## src/rtl/sa_ctrl_pkg.sv

```systemverilog
// Shared types, default sizing and the skewed-index helper for the systolic-array load controller.
package sa_ctrl_pkg;

   localparam int DEF_NUM_REGS       = 16;
   localparam int DEF_ROW_LEN        = 8;
   localparam int DEF_DATA_W         = 16;
   localparam int DEF_IDX_W          = 5;
   localparam int DEF_FLUSH_CYCLES   = 2;
   localparam int DEF_COMPUTE_CYCLES = 30;

   typedef enum logic [2:0] {
      ST_IDLE,
      ST_LOAD,
      ST_FLUSH,
      ST_COMPUTE,
      ST_DONE
   } state_t;

   // Register r is shifted by (r mod row_len) so the array sees a diagonal wavefront.
   function automatic int unsigned calc_idx(input int unsigned reg_c,
                                            input int unsigned elem_c,
                                            input int unsigned row_len);
      return elem_c + 1 + (reg_c % row_len);
   endfunction

endpackage

```

## src/rtl/sa_idx_gen.sv

```systemverilog
// Register/element write counters and the combinational skewed IDX they imply.
module sa_idx_gen
   import sa_ctrl_pkg::*;
#(
   parameter int NUM_REGS = DEF_NUM_REGS,
   parameter int ROW_LEN  = DEF_ROW_LEN,
   parameter int IDX_W    = DEF_IDX_W
) (
   input  logic                        clk,
   input  logic                        rst_n,
   input  logic                        clear,
   input  logic                        advance,
   output logic [$clog2(NUM_REGS)-1:0] reg_cnt,
   output logic [IDX_W-1:0]            idx,
   output logic                        last
);

   localparam int RS_W = $clog2(NUM_REGS);
   localparam int EL_W = $clog2(ROW_LEN);

   logic [EL_W-1:0] elem_cnt;
   logic            elem_wrap;

   assign elem_wrap = (elem_cnt == EL_W'(ROW_LEN - 1));
   assign last      = elem_wrap && (reg_cnt == RS_W'(NUM_REGS - 1));
   assign idx       = IDX_W'(calc_idx(32'(reg_cnt), 32'(elem_cnt), ROW_LEN));

   // NOTE: sequential state uses non-blocking assignments so every flop samples pre-edge values.
   always_ff @(posedge clk or negedge rst_n) begin
      if (!rst_n) begin
         elem_cnt <= '0;
         reg_cnt  <= '0;
      end else if (clear) begin
         elem_cnt <= '0;
         reg_cnt  <= '0;
      end else if (advance) begin
         if (elem_wrap) begin
            elem_cnt <= '0;
            reg_cnt  <= reg_cnt + 1'b1;
         end else begin
            elem_cnt <= elem_cnt + 1'b1;
         end
      end
   end

endmodule

```

## src/rtl/sa_load_controller.sv

```systemverilog
// Load/flush/compute sequencer for SystolicArray; optional counters under `SA_CTRL_PERF_EN.
module sa_load_controller
   import sa_ctrl_pkg::*;
#(
   parameter int NUM_REGS       = DEF_NUM_REGS,
   parameter int ROW_LEN        = DEF_ROW_LEN,
   parameter int DATA_W         = DEF_DATA_W,
   parameter int IDX_W          = DEF_IDX_W,
   parameter int FLUSH_CYCLES   = DEF_FLUSH_CYCLES,
   parameter int COMPUTE_CYCLES = DEF_COMPUTE_CYCLES
) (
   input  logic                        CLK,
   input  logic                        RSTN,
   input  logic                        START,
   input  logic                        ABORT,
   output logic                        BUSY,
   output logic                        DONE,
   input  logic                        IN_VALID,
   output logic                        IN_READY,
   input  logic [DATA_W-1:0]           IN_DATA,
   output logic                        SA_EN,
   output logic                        SA_RF_EN,
   output logic                        SA_WRITE,
   output logic [IDX_W-1:0]            SA_IDX,
   output logic [DATA_W-1:0]           SA_DIN,
   output logic [$clog2(NUM_REGS)-1:0] SA_REG_SELECT
`ifdef SA_CTRL_PERF_EN
   ,
   output logic [15:0]                 STALL_CNT,
   output logic [15:0]                 LAST_JOB_CYCLES
`endif
);

   localparam int RS_W    = $clog2(NUM_REGS);
   localparam int CYC_MAX = (COMPUTE_CYCLES > FLUSH_CYCLES) ? COMPUTE_CYCLES : FLUSH_CYCLES;
   localparam int CYC_W   = $clog2(CYC_MAX + 1);

   state_t            state, state_nxt;
   logic [CYC_W-1:0]  cyc_cnt;
   logic [RS_W-1:0]   reg_cnt;
   logic [IDX_W-1:0]  idx;
   logic              last, handshake, start_acc;
   logic              en_nxt, rf_nxt, wr_nxt, done_nxt;
   logic [IDX_W-1:0]  idx_nxt;
   logic [DATA_W-1:0] din_nxt;
   logic [RS_W-1:0]   rs_nxt;

   // The visible DONE cycle still counts as busy so a START there is ignored.
   assign BUSY      = (state != ST_IDLE) || DONE;
   assign IN_READY  = (state == ST_LOAD) && !ABORT;
   assign handshake = IN_VALID && IN_READY;
   assign start_acc = START && !BUSY && !ABORT;

   sa_idx_gen #(
      .NUM_REGS (NUM_REGS),
      .ROW_LEN  (ROW_LEN),
      .IDX_W    (IDX_W)
   ) u_idx_gen (
      .clk     (CLK),
      .rst_n   (RSTN),
      .clear   (ABORT || start_acc),
      .advance (handshake),
      .reg_cnt (reg_cnt),
      .idx     (idx),
      .last    (last)
   );

   always_comb begin
      // NOTE: every output of this block gets a default first, so no path can infer a latch.
      state_nxt = state;
      en_nxt    = 1'b0;
      rf_nxt    = 1'b0;
      wr_nxt    = 1'b0;
      done_nxt  = 1'b0;
      din_nxt   = SA_DIN;
      idx_nxt   = SA_IDX;
      rs_nxt    = SA_REG_SELECT;
      case (state)
         ST_IDLE: if (start_acc) state_nxt = ST_LOAD;
         ST_LOAD: begin
            if (handshake) begin
               en_nxt  = 1'b1;
               rf_nxt  = 1'b1;
               wr_nxt  = 1'b1;
               din_nxt = IN_DATA;
               idx_nxt = idx;
               rs_nxt  = reg_cnt;
               if (last) state_nxt = ST_FLUSH;
            end else begin
               rf_nxt = SA_RF_EN;
               wr_nxt = SA_WRITE;
            end
         end
         ST_FLUSH: begin
            en_nxt = 1'b1;
            rf_nxt = 1'b1;
            wr_nxt = 1'b1;
            if (cyc_cnt == CYC_W'(FLUSH_CYCLES - 1)) state_nxt = ST_COMPUTE;
         end
         ST_COMPUTE: begin
            en_nxt = 1'b1;
            rf_nxt = 1'b1;
            if (cyc_cnt == CYC_W'(COMPUTE_CYCLES - 1)) state_nxt = ST_DONE;
         end
         ST_DONE: begin
            done_nxt  = 1'b1;
            state_nxt = ST_IDLE;
         end
         default: state_nxt = ST_IDLE;
      endcase
      if (ABORT) begin
         state_nxt = ST_IDLE;
         en_nxt    = 1'b0;
         rf_nxt    = 1'b0;
         wr_nxt    = 1'b0;
         done_nxt  = 1'b0;
      end
   end

   always_ff @(posedge CLK or negedge RSTN) begin
      if (!RSTN) begin
         state         <= ST_IDLE;
         cyc_cnt       <= '0;
         SA_EN         <= 1'b0;
         SA_RF_EN      <= 1'b0;
         SA_WRITE      <= 1'b0;
         SA_IDX        <= '0;
         SA_DIN        <= '0;
         SA_REG_SELECT <= '0;
         DONE          <= 1'b0;
      end else begin
         state         <= state_nxt;
         cyc_cnt       <= (state_nxt != state) ? '0 :
                          ((state == ST_FLUSH) || (state == ST_COMPUTE)) ? cyc_cnt + 1'b1 : cyc_cnt;
         SA_EN         <= en_nxt;
         SA_RF_EN      <= rf_nxt;
         SA_WRITE      <= wr_nxt;
         SA_IDX        <= idx_nxt;
         SA_DIN        <= din_nxt;
         SA_REG_SELECT <= rs_nxt;
         DONE          <= done_nxt;
      end
   end

`ifdef SA_CTRL_PERF_EN
   logic [15:0] job_cnt;

   // job_cnt is 0 in the LOAD entry cycle; +1 includes the cycle DONE is visible.
   always_ff @(posedge CLK or negedge RSTN) begin
      if (!RSTN) begin
         STALL_CNT       <= '0;
         LAST_JOB_CYCLES <= '0;
         job_cnt         <= '0;
      end else if (start_acc) begin
         STALL_CNT <= '0;
         job_cnt   <= '0;
      end else begin
         if ((state == ST_LOAD) && !handshake && (STALL_CNT != 16'hFFFF))
            STALL_CNT <= STALL_CNT + 16'd1;
         if (state != ST_IDLE)
            job_cnt <= job_cnt + 16'd1;
         if ((state == ST_DONE) && !ABORT)
            LAST_JOB_CYCLES <= job_cnt + 16'd1;
      end
   end
`endif

endmodule

```

## config.mk

```make
export PLATFORM = sky130hd
export DESIGN_NAME = sa_load_controller
export DESIGN_NICKNAME = d
export VERILOG_FILES = /design/src/rtl/sa_ctrl_pkg.sv /design/src/rtl/sa_idx_gen.sv /design/src/rtl/sa_load_controller.sv
export SDC_FILE = /design/constraint.sdc
export NUM_CORES = 1
export LEC_CHECK = 0
export CAP_MARGIN = 10
export CORE_MARGIN = 2
export CORE_UTILIZATION = 34
export DETAILED_ROUTE_END_ITERATION = 16
export PLACE_DENSITY = 0.69
export SYNTH_ARGS = -nofsm -noshare
export SYNTH_HDL_FRONTEND = slang
export SYNTH_SLANG_ARGS = --single-unit
```

## constraint.sdc

```tcl
create_clock -name CLK -period 1.6 [get_ports CLK]
set_clock_uncertainty 0.1 [all_clocks]
set_input_delay 0.16 -clock CLK [delete_from_list [all_inputs] [get_ports CLK]]
set_output_delay 0.16 -clock CLK [all_outputs]
set_load 0.005 [all_outputs]
```

# Word-level counts from Yosys, hierarchy flattened
# Index checks and enable logic that the tools add are counted.
# classes
eq_ne	10
bitwise	0
shifts	0
magnitude_cmp	0
n_mul	0
n_div	0
reduce_logical	18
add_sub_neg	5
mux	25
# op_table
operator	n
3-bit 2-to-1 mux	9
4-bit 2-to-1 mux	3
3-bit one-hot mux with 4 select lines	1
5-bit 2-to-1 mux	2
1-bit 2-to-1 mux	7
3-bit by 2-bit equality test with 1-bit output (second input constant)	2
3-bit equality test (second input constant)	2
1-bit one-hot mux with 2 select lines	3
2-bit nonzero test	3
5-bit by 1-bit adder with 5-bit output (second input constant)	1
5-bit by 3-bit adder with 5-bit output	1
5-bit by 1-bit equality test with 1-bit output (second input constant)	1
5-bit equality test (second input constant)	1
1-bit logical AND	5
3-bit by 1-bit adder with 4-bit output (second input constant)	1
4-bit by 1-bit adder with 4-bit output (second input constant)	1
4-bit equality test (second input constant)	1
2-bit AND reduction	2
3-bit by 1-bit adder with 3-bit output (second input constant)	1
3-bit by 1-bit equality test with 1-bit output (second input constant)	1
3-bit logical NOT	1
1-bit logical OR	3
3-bit inequality test	1
3-bit inequality test (second input constant)	1
3 further kinds	4
# word_totals
inputBits	21
out_inout_bits	31
romBits	0
mem_bits_rw	0
word_cells	69
latch_bits	0
regBits	44
n_memories	0

# Depth between registers and ports, before layout
# Gate-level depths: netlist of run 1.
# logic_depth
word_depth	10
ltp_mapped	6
ltp_nobuf	6

# By module
# From an unflattened synthesis of run 1, not the netlist that was laid out.
# hier_totals
hier_cells	167
area_unflattened_um2	2087.0
# modules_own_cells
module	n_inst	cells_each	area_each_um2	seq_area_each_um2
sa_load_controller	1	120	1620.3	925.9
sa_idx_gen	1	47	466.7	175.2

# Worst setup path after synthesis of run 1
# OpenSTA, ideal clock, no wires.
# synth_path
kind	reg2reg
startpoint	reg u_idx_gen.elem_cnt[0]
endpoint	reg SA_IDX[3]
arrival_time_ns	1.527
setup_time_ns	0.124
setup_slack_ns	-0.151
required_time_ns	1.376
synth_period_minus_slack_ns	1.751
stages_incl_launch_ff	7
n_path_buf	0
path_cell_list	dfrtp_1 -> ha_1 -> ha_1 -> ha_1 -> a21oi_1 -> xnor2_1 -> o21ai_1
# synth_between
elab_chain_cells	2
# synth_lines
element	line_no	rtl
from (decl)	sa_idx_gen.sv:21	logic [EL_W-1:0] elem_cnt;
from (signal assigned)	sa_idx_gen.sv:41	elem_cnt <= elem_cnt + 1'b1;
3-bit by 1-bit adder with 4-bit output	sa_ctrl_pkg.sv:23	return elem_c + 1 + (reg_c % row_len);
5-bit by 3-bit adder with 5-bit output	sa_ctrl_pkg.sv:23	
to (signal assigned)	sa_load_controller.sv:138	SA_IDX <= idx_nxt;
to (decl)	sa_load_controller.sv:24	output logic [IDX_W-1:0] SA_IDX,
# No other way between the ends.
# A chain may end at the register's enable or synchronous reset.

# Worst setup path after layout of run 1
# layout_path
startpoint	reg state[2]
endpoint	reg cyc_cnt[4]
# layout_between
elab_chain_cells	10
word_cells_on_any_way	22
classes_between	eq/ne: 4; mux: 8; reduce/logical: 10
# layout_lines
element	line_no	rtl
from (decl)	sa_load_controller.sv:38	state_t state, state_nxt;
from (signal assigned)	sa_load_controller.sv:132	state <= state_nxt;
3-bit nonzero test	sa_load_controller.sv:49	assign BUSY = (state != ST_IDLE) || DONE;
1-bit logical OR	sa_load_controller.sv:49	
1-bit logical NOT	sa_load_controller.sv:52	assign start_acc = START && !BUSY && !ABORT;
1-bit logical AND (2 in series)	sa_load_controller.sv:52	
3-bit 2-to-1 mux	sa_load_controller.sv:79	ST_IDLE: if (start_acc) state_nxt = ST_LOAD;
3-bit one-hot mux with 4 select lines	sa_load_controller.sv:78	case (state)
3-bit 2-to-1 mux	sa_load_controller.sv:111	if (ABORT) begin
3-bit inequality test	sa_load_controller.sv:133	cyc_cnt <= (state_nxt != state) ? '0 :
5-bit 2-to-1 mux / 2-bit nonzero test (equally long branches)	-	
to (signal assigned)	sa_load_controller.sv:133	
to (decl)	sa_load_controller.sv:39	logic [CYC_W-1:0] cyc_cnt;
# Several ways; a longest one is shown, not always the timed one.

==> results of run 1 <==
## synthesized netlist by cell type, drive strengths merged
cell type | instances | area [µm²]
and4 | 1 | 8.76
fa | 1 | 20.0
and3 | 2 | 12.5
nand2 | 12 | 45.0
a211oi | 1 | 12.5
or2 | 1 | 6.26
a2111oi | 1 | 10.0
xnor2 | 3 | 26.3
nor4 | 1 | 6.26
nor4b | 1 | 8.76
a41oi | 1 | 8.76
o31ai | 1 | 7.51
ha | 8 | 100
o21ai | 8 | 40.0
mux2 | 22 | 248
a21o | 1 | 7.51
or3b | 1 | 8.76
nand2b | 3 | 18.8
buf | 6 | 32.5
nor2 | 6 | 22.5
mux2i | 1 | 10.0
nand4b | 2 | 17.5
inv | 4 | 15.0
dfrtp | 44 | 1100
nand3b | 1 | 7.51
xor2 | 5 | 43.8
clkbuf | 1 | 3.75
or3 | 1 | 6.26
nor2b | 2 | 12.5
nand3 | 8 | 45.0
and4bb | 1 | 16.3
nand4 | 3 | 18.8
a21oi | 7 | 35.0
and2b | 1 | 7.51
nor3 | 6 | 30.0
and2 | 1 | 6.26
## power groups by stage
stage	sequential [µW]	combinational, µW	clock, µW
after floorplan	1320	133	0
after global placement	1310	508	0
after detailed placement	1320	522	0
after CTS	1300	569	934
after global routing	1320	716	984
final	1300	662	916
## cell type report
type	instances	area (µm²)	share of cell area
Clock inverter	2	38.8	0.0116
Timing Repair Buffer	95	895	0.268
Clock buffer	6	82.6	0.0248
Tap cell	75	93.8	0.0281
Inverter	4	15.0	0.00450
Multi-Input combinational cell	114	1110	0.332
Sequential cell	44	1100	0.331
## final timing paths
kind / cells past startpoint / endpoint
worst min-delay path: 3 / SA_DIN[1]
worst max-delay path: 6 / cyc_cnt[4]
min in group CLK: 2 / SA_DIN[11]
worst min register to register: 2 / SA_IDX[3]
worst max register to register: 6 / cyc_cnt[4]
max in group asynchronous: 3 / state[2]
## sequential cells by signal (all words and copies together) (netlist names)
register	cells
DONE	1
SA_DIN	16
SA_EN	1
SA_IDX	5
SA_REG_SELECT	4
SA_RF_EN	1
SA_WRITE	1
cyc_cnt	5
state	3
u_idx_gen.elem_cnt	3
u_idx_gen.reg_cnt	4
## worst max-delay path: stages (launching register included)
cell and delay, ps:
dfrtp_2 450, buf_6 140, nor3_2 170, nand4_1 210, a211oi_4 320, buf_4 160
nor3_1 40
## what timing repair did
item	CTS	global route
cloned	0	1
hold buffers	1	0
setup buffers	6	10
endpoints found under the setup margin	17	39
pin swaps	12	19
gates resized for setup	24	44
endpoints found under the hold margin	44	0
## cells by family (layout without fill, tap and decap cells)
family	Yosys count	after routing	synth area share
AND/OR/NAND/NOR	54	54	0.151
flip-flops	44	44	0.543
multiplexers	23	23	0.127
AO/OA/AOI/OAI	20	20	0.0599
buffers and inverters	11	107	0.0253
adder cells (fa/ha/maj)	9	9	0.0593
XOR/XNOR	8	8	0.0346
## routing by layer
layer	wire length, µm	part of all wire	vias up
met3	188	0.040	7
met2	2180	0.47	37
met5	0	0	-
met4	63	0.014	0
met1	2220	0.48	778
li1	-	-	789
## per-stage QoR
| step | hold WS (ps) | std cells | TNS [ps] | area [µm²] |
|---|---|---|---|---|
| 2_1_floorplan | -236 | 169 | -10.3 | 2070 |
| 3_3_place_gp | 60.5 | 315 | -5010 | 2850 |
| 3_5_place_dp | 59.6 | 315 | -5400 | 2850 |
| 4_1_cts | 276 | 330 | -464 | 3120 |
| 5_1_grt | 282 | 340 | -3030 | 3340 |
| 6_report | 264 | 340 | -987 | 3340 |
==> results.md, run 1 <==
- H-tree Lvls: 2
- Sw Pwr: 662 µW
- Cell internal pwr: 2210 µW
- GR Layer Usage met3: 0.0356
- Grt ovf: 0
- Met1 Use GR: 0.187
- Root Buffer: clkbuf_8
- Most frequent cells in the layout: clkdlybuf4s50_1, dfrtp_1, buf_4
- Antenna diodes: 0
- DRC: 0
- Clk sinks: 44
- Initial antenna violation count: 0
- Die width: 81.2 µm
- Vias/cell: 4.74
- Leakage: 0.00153 µW
- Critical Path End Type: flip-flop
- Failing checks: negative setup slack
- Dpl ws: -196 ps
- CP startpoint: state[2]
- CTS Buf Count: 5
- Share of layout cells above drive strength 1: 0.396
- Critical path type: reg2reg
- Final min period: approximately 1700 ps
- Num ports: 52
- Die height: 81.2 µm
- Flop and latch count out of synthesis: 44
- Initial drt markers: 66
- RSZ-0062 raised after global routing: yes
- Die area: 0.00660 mm²
- Final core utilization: 0.570
- Syn_nets: 199
- Netlist cell types: 40
- Design Power: 2880 µW
- CTS tree: yes
- Setup crit start kind: flip-flop
- Cells after Synth: 169
- Clock-pin transition on the worst setup and hold timing paths: approximately 90 ps
- Worst R2R Start: state[2]
- Met2 Use GR: 0.232
- Pin count of the biggest net entering global routing: between 40 and 50
- Arrival @ worst endpoint: 1800 ps
- Final slew viol count: 0
- Vias: around 1600
- Final setup margin: -105 ps
- Final wirelength: 4.65 mm
- Grt peak-use layer: met2
- Sequential Power Share: 0.452
- Most common cell after layout, fill and taps aside: clkdlybuf4s50_1
- Vias in the first global route: between 1500 and 2000
- Core Rows: 28
- # port buffers: just over 50
- Drt first pass iters: 4
- Crit Path Max Fanout: 5
- Register area share after synthesis: 0.543
- Syn avg cell area: 12.0 µm²
- Hold WC Path Type: in2async
- Area of the core: 0.00585 mm²
- Antenna-violating nets left: 0
- Fin crit share: 1.07
- Routed wire per std cell: 13.7 µm
- Worst-Skew Late Latency: 300 ps
- Initial Util: 0.346
- First-pass GRT wire length: approximately 7.3 mm
- Worst VDD drop: 0.533 mV
- Outcome: finished with violations
- PwrDens: 862 mW/mm²
- GP Congestion: 0.791
- CTS Buffer Depth: 2
- Fill cells: 485
- Combinational share of power: 0.230
- Final net count: 294
- Clock network fraction of total power: 0.318
- Mapped Area: 0.00203 mm²
- Syn. warnings: 0
- Slew margin rel.: 0.817
- Number of setup violations in the final report: 28
- F_max: 0.587 GHz
- HPWL Detailed: 3.09 mm
- Max-cap viol count: 0
- Final hold vios: 0
- Critical Path RT: 1700 ps
- Area growth, synth to finish: 64.6%
- Reg2reg setup slack: -100 ps
- GR Util All Layers: 0.145
- Slew @ Worst Pin: 271 ps
- Sw Ratio: 0.230
Power figures use the tool's default switching activity.
==> run 2, diff against run 1 <==
--- a/config.mk
+++ b/config.mk
@@ -6,10 +6,13 @@
 export NUM_CORES = 1
 export LEC_CHECK = 0
 export CAP_MARGIN = 10
+export CELL_PAD_IN_SITES_DETAIL_PLACEMENT = 2
+export CELL_PAD_IN_SITES_GLOBAL_PLACEMENT = 2
 export CORE_MARGIN = 2
-export CORE_UTILIZATION = 34
+export CORE_UTILIZATION = 29
 export DETAILED_ROUTE_END_ITERATION = 16
-export PLACE_DENSITY = 0.69
+export PLACE_DENSITY = 0.84
 export SYNTH_ARGS = -nofsm -noshare
 export SYNTH_HDL_FRONTEND = slang
+export SYNTH_HIERARCHICAL = 1
 export SYNTH_SLANG_ARGS = --single-unit
==> run 2 against run 1 <==
The run still ends with negative setup slack left. Sequential share of layout area increased by 0.78 points. Non-clock buffer count is 4 lower. Global-route usage grew 1.4 points. Routed wire length is 27% higher. Setup slack got worse by 320 ps. Largest power group unchanged. Synthesized cell count down 1.2%. Count of clock-buffer cells in the layout decreased by 1. Via count fell by 0.99%. Sequential cell count unchanged. Critical endpoint is now cyc_cnt[3]. Highest routed layer unchanged.
==> results.md, run 2 <==
- Core Rows: 30 (+7.1%)
- CTS Buffer Depth: 2 (unchanged)
- Flop and latch count out of synthesis: 44 (unchanged)
- Critical Path RT: 1690 ps (about the same)
- Top area cells in the synthesized netlist: dfrtp_1, mux2_2, ha_1
- Post-synth ARST share: 1.00 (unchanged)
- Syn. warnings: 6 (+6)
- Ys flop type: dfrtp_1
- Worst VDD drop: 0.409 mV (-23%)
- Synth top cells by count: dfrtp_1, mux2_2, nor2_1, inv_1, ha_1
- Root Buffer: clkbuf_8
- First-pass GRT wire length: 9.49 mm (+30%)
- GR Util All Layers: 0.159 (+0.0142)
- Drt first pass iters: 4 (unchanged)
- Final hold vios: 0 (unchanged)
- Routed wire per std cell: 16.6 µm (+21%)
- Antenna-violating nets left: 0 (unchanged)
- Post-synth EDFFs: 0 (unchanged)
- DRC: 0 (unchanged)
- RSZ-0062 raised after global routing: yes
- Crit Path Max Fanout: 5 (unchanged)
- Num ports: 52 (unchanged)
- Failing checks: negative setup slack
- Outcome: finished with violations
- Final std cells w/o fill: 355 (+4.4%)
- CTS tree: yes
- F_max: 0.494 GHz (-16%)
- Final core utilization: 0.474 (-0.0962)
- Final TNS setup: -2940 ps (-1950 ps)
- Final slew viol count: 0 (unchanged)
- Share of layout cells above drive strength 1: 0.398 (+0.00146)
- Pin count of the biggest net entering global routing: 45 (unchanged)
- Grt ovf: 0 (unchanged)
- HPWL Detailed: 4.13 mm (+33%)
- Final min period: 2020 ps (+318 ps)
- CTS Buf Count: 5 (unchanged)
- Final setup margin: -423 ps (-318 ps)
- Area of the core: 0.00687 mm² (+17%)
- # port buffers: 51 (unchanged)
- Yosys top cell by area: dfrtp_1
- Final net count: 288 (-2.0%)
- Initial drt markers: 26 (-61%)
- Area growth, synth to finish: 56.0%
- Number of setup violations in the final report: 10 (-64%)
- Cells after Synth: 167 (-1.2%)
- Clk sinks: 44 (unchanged)
- Max-cap viol count: 0 (unchanged)
- Die area: 0.00789 mm² (+20%)
- H-tree Lvls: 2 (unchanged)
- Die height: 88.8 µm (+9.4%)
- PwrDens: 864 mW/mm² (+0.20%)
- Critical Path End Type: flip-flop
- Register area share after synthesis: 0.528 (-0.0156)
- Vias/cell: 4.49 (-5.2%)
- Initial antenna violation count: 0 (unchanged)
- Antenna diodes: 0 (unchanged)
- Worst-Skew Late Latency: 300 ps (about the same)
- Netlist cell types: 39 (-2.5%)
- Clock-pin transition on the worst setup and hold timing paths: 90 ps (about the same)
- Arrival @ worst endpoint: 2110 ps (+310 ps)
- Mapped Area: 0.00209 mm² (+3.0%)
- Leakage: 0.00146 µW (-4.9%)
- Most frequent cells in the layout: clkdlybuf4s50_1, dfrtp_1, buf_4
- Syn_nets: 197 (-1.0%)
- Reg with most FFs: SA_DIN
- Fill cells: 719 (+48%)
- Max reg flops: 16 (unchanged)
- Fin crit share: 1.26 (+0.198)
- Most common cell after layout, fill and taps aside: clkdlybuf4s50_1
- Vias in the first global route: 1800 (+13%)
- Hold WC Path Type: in2async
- Critical path type: reg2reg
- Synth top area share: 0.528 (-0.0156)
- Initial Util: 0.304 (-0.0426)
- Die width: 88.8 µm (+9.4%)
- Largest registers: SA_DIN: 16 flops, SA_IDX: 5 flops, cyc_cnt: 5 flops
- Most common cell in the netlist: dfrtp_1
- Setup crit start kind: flip-flop
- GP Congestion: 0.747 (-5.5%)
- Syn avg cell area: 12.5 µm² (+4.2%)
- Final wirelength: 5.89 mm (+27%)
- Vias: 1595 (-0.99%)
- Cell Count Post-Placement: 338 (+7.3%)
run 2: logic make-up (layout without fill, tap and decap cells):
logic type | count (synthesis) | after routing | synth area share
xor gates and xnor gates | 8 | 8 | 0.0336
AOI/OAI and AO/OA | 15 | 15 | 0.0492
other | 1 | 1 | 0.00180
and+or+nand+nor | 43 | 43 | 0.125
buffers and inverters | 18 | 110 | 0.0492
muxes | 29 | 29 | 0.156
DFF | 44 | 44 | 0.528
adders and majority gates | 9 | 9 | 0.0576
run 2: worst paths after layout:
check | from | endpoint | slack, ps | cells past startpoint
worst max-delay path | u_idx_gen/elem_cnt[0] | cyc_cnt[3] | -420 | 8
worst min-delay path | RSTN | SA_DIN[1] | 270 | 3
worst max register to register | u_idx_gen/elem_cnt[0] | cyc_cnt[3] | -420 | 8
worst min register to register | SA_DIN[11] | SA_DIN[11] | 410 | 1
max in group asynchronous | RSTN | state[2] | 890 | 3
min in group CLK | IN_DATA[8] | SA_DIN[8] | 370 | 2
run 2: worst max-delay path: stages (launching register included):
cell	delay, ps
dfrtp_1	390
ha_2	200
ha_4	140
and4_4	210
nand3b_1	80
a32oi_1	200
and3_4	230
mux2i_4	290
nor2_1	80
run 2: metal layers:
metal  GRT usage  share of wire  wire length, µm
met1       0.200           0.41             2420
met4      0.0165         0.0049               29
met3      0.0308          0.018              104
met5           0              0                0
met2       0.293           0.57             3330
run 2: report_power, final:
| part | internal, µW | leakage, µW | switching (µW) |
|---|---|---|---|
| clock | 471 | 0.0000548 | 427 |
| combinational | 419 | 0.000831 | 198 |
| sequential | 1230 | 0.000570 | 63.1 |
run 2: repair_timing:
| item | CTS | global route |
|---|---|---|
| setup buffers | 8 | 5 |
| endpoints found under the hold margin | 44 | 0 |
| resized for setup | 21 | 15 |
| hold buffers | 1 | 0 |
| endpoints found under the setup margin | 40 | 19 |
| pin swaps | 6 | 6 |
run 2: final cells by class:
cell class | count | area (µm²) | share of cell area
clock buffers | 5 | 68.8 | 0.0211
clock inverters | 3 | 46.3 | 0.0142
inverters | 11 | 46.3 | 0.0142
multi-input cells | 105 | 1020 | 0.312
flip-flops and latches | 44 | 1100 | 0.339
well taps | 96 | 120 | 0.0369
repair buffers | 91 | 853 | 0.262
run 2: through the flow:
step / power (µW) / setup WS, ps / hold slack [ps] / cell area [µm²]
floorplan: 1510 / -304 / -236 / 2120
finish: 2810 / -423 / 272 / 3260
CTS: 2840 / -403 / 278 / 3190
global route: 2960 / -494 / 312 / 3260
detailed placement: 1910 / -417 / 64.6 / 2940
global placement: 1890 / -276 / 59.1 / 2940
